File: src/rtl/alu_mem_shifter.sv
// Memory-side serial port for the bit-serial ALU: loads 1-2 bytes, streams them LSB-first
// NSHIFT bits per ALU step while collecting the ALU result in place, then writes the bytes back.
`timescale 1ns/1ps
module alu_mem_shifter #(
    parameter int REG_BITS = 8,
    parameter int NSHIFT   = 2
) (
    input  logic                clk,
    input  logic                reset_n,
    input  logic                start,
    input  logic                pair,
    input  logic                load_en,
    input  logic                store_en,
    input  logic                rx_valid,
    output logic                rx_ready,
    input  logic [REG_BITS-1:0] rx_data,
    output logic                shift_ready,
    input  logic                alu_active,
    output logic [NSHIFT-1:0]   to_alu,
    input  logic [NSHIFT-1:0]   from_alu,
    output logic                tx_valid,
    input  logic                tx_ready,
    output logic [REG_BITS-1:0] tx_data,
    output logic                busy,
    output logic                done
);
    localparam int STEPS  = REG_BITS / NSHIFT;
    localparam int SCNT_W = $clog2(2 * STEPS);
    localparam int SR_W   = 2 * REG_BITS;

    typedef enum logic [1:0] {IDLE, LOAD, SHIFT, STORE} state_t;

    state_t              state, state_next;
    logic [SR_W-1:0]     sr, sr_next;
    logic                bcnt, bcnt_next;
    logic [SCNT_W-1:0]   scnt, scnt_next;
    logic                pair_q, pair_next;
    logic                store_q, store_next;
    logic                done_q;
    logic                last_byte;
    logic                last_step;

    // bcnt only ever reaches 1, so the final byte index equals the latched pair flag
    assign last_byte = (bcnt == pair_q);
    assign last_step = (scnt == (pair_q ? SCNT_W'(2 * STEPS - 1) : SCNT_W'(STEPS - 1)));

    always_comb begin
        state_next  = state;
        sr_next     = sr;
        bcnt_next   = bcnt;
        scnt_next   = scnt;
        pair_next   = pair_q;
        store_next  = store_q;
        rx_ready    = 1'b0;
        shift_ready = 1'b0;
        to_alu      = '0;
        tx_valid    = 1'b0;
        tx_data     = '0;
        case (state)
            IDLE: begin
                if (start) begin
                    pair_next  = pair;
                    store_next = store_en;
                    bcnt_next  = 1'b0;
                    scnt_next  = '0;
                    sr_next    = '0;
                    state_next = load_en ? LOAD : SHIFT;
                end
            end
            LOAD: begin
                rx_ready = 1'b1;
                if (rx_valid) begin
                    sr_next[REG_BITS*bcnt +: REG_BITS] = rx_data;
                    if (last_byte) begin
                        bcnt_next  = 1'b0;
                        state_next = SHIFT;
                    end else begin
                        bcnt_next = bcnt + 1'b1;
                    end
                end
            end
            SHIFT: begin
                shift_ready = 1'b1;
                to_alu      = sr[NSHIFT-1:0];
                if (alu_active) begin
                    // Result bits enter at the top so the buffer ends up in original byte order
                    if (pair_q)
                        sr_next = {from_alu, sr[SR_W-1:NSHIFT]};
                    else
                        sr_next[REG_BITS-1:0] = {from_alu, sr[REG_BITS-1:NSHIFT]};
                    if (last_step) begin
                        scnt_next  = '0;
                        state_next = store_q ? STORE : IDLE;
                    end else begin
                        scnt_next = scnt + 1'b1;
                    end
                end
            end
            STORE: begin
                tx_valid = 1'b1;
                tx_data  = sr[REG_BITS*bcnt +: REG_BITS];
                if (tx_ready) begin
                    if (last_byte) begin
                        bcnt_next  = 1'b0;
                        state_next = IDLE;
                    end else begin
                        bcnt_next = bcnt + 1'b1;
                    end
                end
            end
            default: state_next = IDLE;
        endcase
    end

    always_ff @(posedge clk or negedge reset_n) begin
        if (!reset_n) begin
            state   <= IDLE;
            sr      <= '0;
            bcnt    <= 1'b0;
            scnt    <= '0;
            pair_q  <= 1'b0;
            store_q <= 1'b0;
            done_q  <= 1'b0;
        end else begin
            state   <= state_next;
            sr      <= sr_next;
            bcnt    <= bcnt_next;
            scnt    <= scnt_next;
            pair_q  <= pair_next;
            store_q <= store_next;
            done_q  <= (state != IDLE) && (state_next == IDLE);
        end
    end

    assign busy = (state != IDLE);
    assign done = done_q;

endmodule
File: config.mk
export PLATFORM = sky130hd
export DESIGN_NAME = alu_mem_shifter
export DESIGN_NICKNAME = d
export VERILOG_FILES = /design/src/rtl/alu_mem_shifter.sv
export SDC_FILE = /design/constraint.sdc
export NUM_CORES = 1
export LEC_CHECK = 0
export BUFFER_PORTS_ARGS = -buffer_cell sky130_fd_sc_hd__buf_4
export CORE_MARGIN = 3
export CORE_UTILIZATION = 25
export CTS_CLUSTER_DIAMETER = 40
export DETAILED_ROUTE_END_ITERATION = 8
export PLACE_DENSITY = 0.39
export SLEW_MARGIN = 25
export SYNTH_ARGS = -nofsm -noshare
export SYNTH_HDL_FRONTEND = slang
export SYNTH_SLANG_ARGS = --single-unit
File: constraint.sdc
create_clock -name clk -period 2.3 [get_ports clk]
set_input_delay 0.115 -clock clk [delete_from_list [all_inputs] [get_ports clk]]
set_output_delay 0.115 -clock clk [all_outputs]
set_load 0.05 [all_outputs]
==> results.ini <==
[routing]
ant_nets = 0
post-route-drc-count = 0
drtIter0Drc = 63
dr_total_vias = 1454
post_drt_wl_per_cell_um = 15.7
via_per_inst = 4.68
finalWirelength_um = 4890
firstDrtPassIters = 4

[critical_path]
crit_arrival_ns = 1.85
worstSetupStartpoint = state[0]
crit_end = to_alu[1]
cp_common_cell = buf_4
rr_startpoint = state[0]
reg2reg_to = done
startpoint_type = flop
reg2reg_slack_ns = 0.38
cp.required_ns = 2.18
crit_family = buffers and inverters
crit_path_top_delay_cell = dfrtp_1
crit_buf_inv = 3
crit_path_max_fanout = 12
r2r_cells = 6
critical_path_depth = 5
cp_cell_sequence = inv_1, ha_1, buf_4, and2_1, buf_4
max_stage_delay_ns = 0.45
worstSetupEndpointType = output pin
crit_type = flop to output pin

[global_routing]
grt_pass1_vias = 1589
antenna_found_initial = 0
grt_usage_pct = 12.1
grt_first_pass_wirelength_um = 8280
globalRouteOverflowTotal = 0
grt_max_degree = 26

[sta]
fin_crit_ns = 1.96
maxSlewHeadroom_pct = 68.9
setup_violations = 0
tns_ns = 0
finClkSkew_ns = 0.00472
finalHoldViolCount = 0
rsz0062_at_grt = false
period_share_pct = 85.3
holdWs_ns = 0.0609
slew_violations = 0
max_freq_mhz = 510
worstMarginPinSlew_ns = 0.465

[synthesis]
synth_nets = 208
synthCells = 181
ys_warn_count = 0
ys_seq_area_share_pct = 33.2
ys_ff_latch = 25
synth-edff-count = 0
synth_area_um2 = 1890
synth.top_cells.by_area = dfrtp_1, a22o_1, mux2_4
synth_ff_type = dfrtp_1
avgSynthCellArea_um2 = 10.4
synth.distinct_cells = 39
synth_most_common_cell = dfrtp_1
synth.largest_area_cell = dfrtp_1
synth_common_cells = dfrtp_1, a22o_1, a22oi_1, nor2_1
ys_async_sr_fraction_pct = 100
synth.top_cell.area_share_pct = 33.2

[cts]
htreeDepth = 1
ctsResizeCount = 0
ctsHoldBuffers = 1
cts_tree = yes
cts_made_buffers = 3
clkTransAtPathRegs_ns = 0.10
post_cts_buffers = 0
cts_buffer_depth = 2
clock_latency_ns = 0.28
clock_sinks = 25
cts_root_buffer = clkbuf_8

[power_and_ir_drop]
vdd_ir_drop_max_mv = 0.586
design_power_total_uw = 2850
power.density_nw_per_um2 = 1250
p_leak_uw = 0.00100

[cells_and_area]
final_cells = 311
n_fill_cell = 798
drive_gt1_share_pct = 31.6
num-nets-final = 240
antennaDiodeCount = 0
area_growth_pct = 20.8

[floorplanning]
die_area_um2 = 8630
die_h_um = 92.9
ios = 34
rows = 31
core-area_um2 = 7290
start_util_pct = 25.9
dieWidth_um = 92.9

[placed_design]
post-place-cells = 306
io_buffer_count = 33
globalplace.congestion = 0.721
dp_hpwl_um = 3380

[run_status]
status = finished clean

[worst_hold_path]
min_path_cells = 2
hp-class = input port to flop

[run]
maxCapViolCount = 0

-- power breakdown --
part	internal (uW)	leakage, uW	switching (uW)	total [uW]
Combinational	726	0.000645	1120	1850
Sequential	577	0.000336	136	713
Clock	123	0.0000217	167	290
Total	1430	0.00100	1430	2850
-- layer usage --
metal | vias up | global-route usage, % | share of wire [%]
met3 | 2 | 1.79 | 3.4
li1 | 721 | - | -
met2 | 22 | 20.0 | 47
met4 | 0 | 2.20 | 0.49
met1 | 709 | 17.0 | 49
met5 | - | 0 | 0
-- stage by stage --
stage               utilization (%)  instance area, um^2  setup WS [ns]
finish                         31.3                 2280          0.338
global route                   31.3                 2280          0.198
CTS                            31.3                 2280          0.321
detailed placement             30.5                 2220          0.376
global placement               30.5                 2220          0.396
floorplan                         -                 1890          0.137
-- flip-flops by register name, indices dropped and copies added, names as in the netlist --
name     count
bcnt         1
done         1
pair_q       1
scnt         3
sr          16
state        2
store_q      1
-- how the worst min path moves through the flow --
| stage | start | endpoint |
|---|---|---|
| 2_1_floorplan | reset_n | bcnt |
| 3_3_place_gp | reset_n | sr[11] |
| 3_5_place_dp | reset_n | sr[11] |
| 4_1_cts | store_en | store_q |
| 5_1_grt | pair | pair_q |
| 6_report | store_en | store_q |
-- cell type report --
class	count	area, um^2	area share [%]
Sequential cell	25	626	27.4
Clock buffer	3	41.3	1.81
Clock inverter	1	7.51	0.329
Tap cell	99	124	5.43
Inverter	6	22.5	0.988
Multi-Input combinational cell	136	1150	50.4
Timing Repair Buffer	41	310	13.6
-- logic make-up (layout without fill, tap and decap cells) --
kind of cell | count (synthesis) | count (layout) | share of synthesized area (%)
AOI/OAI and AO/OA | 49 | 49 | 21.8
muxes | 29 | 29 | 18.5
buffers and inverters | 20 | 51 | 5.97
and+or+nand+nor | 48 | 48 | 14.3
DFF | 25 | 25 | 33.2
adders and majority gates | 8 | 8 | 5.31
xor gates and xnor gates | 2 | 2 | 0.929
-- layout by cell type, fill, tap and decap left out, types with 2 or more instances in the layout --
master / count
nand2b_1: 2
a22oi_1: 16
mux2i_1: 9
a21boi_1: 2
and2_1: 4
inv_1: 6
ha_1: 8
nor2b_1: 8
clkbuf_8: 3
mux2_2: 6
nor2_1: 16
a22o_1: 17
o21ai_0: 5
nand2_1: 8
mux2_1: 5
buf_4: 40
mux2_4: 9
nand3_1: 2
o211ai_1: 2
nand3b_1: 2
dfrtp_1: 25
(Power assumes the default switching activity.)
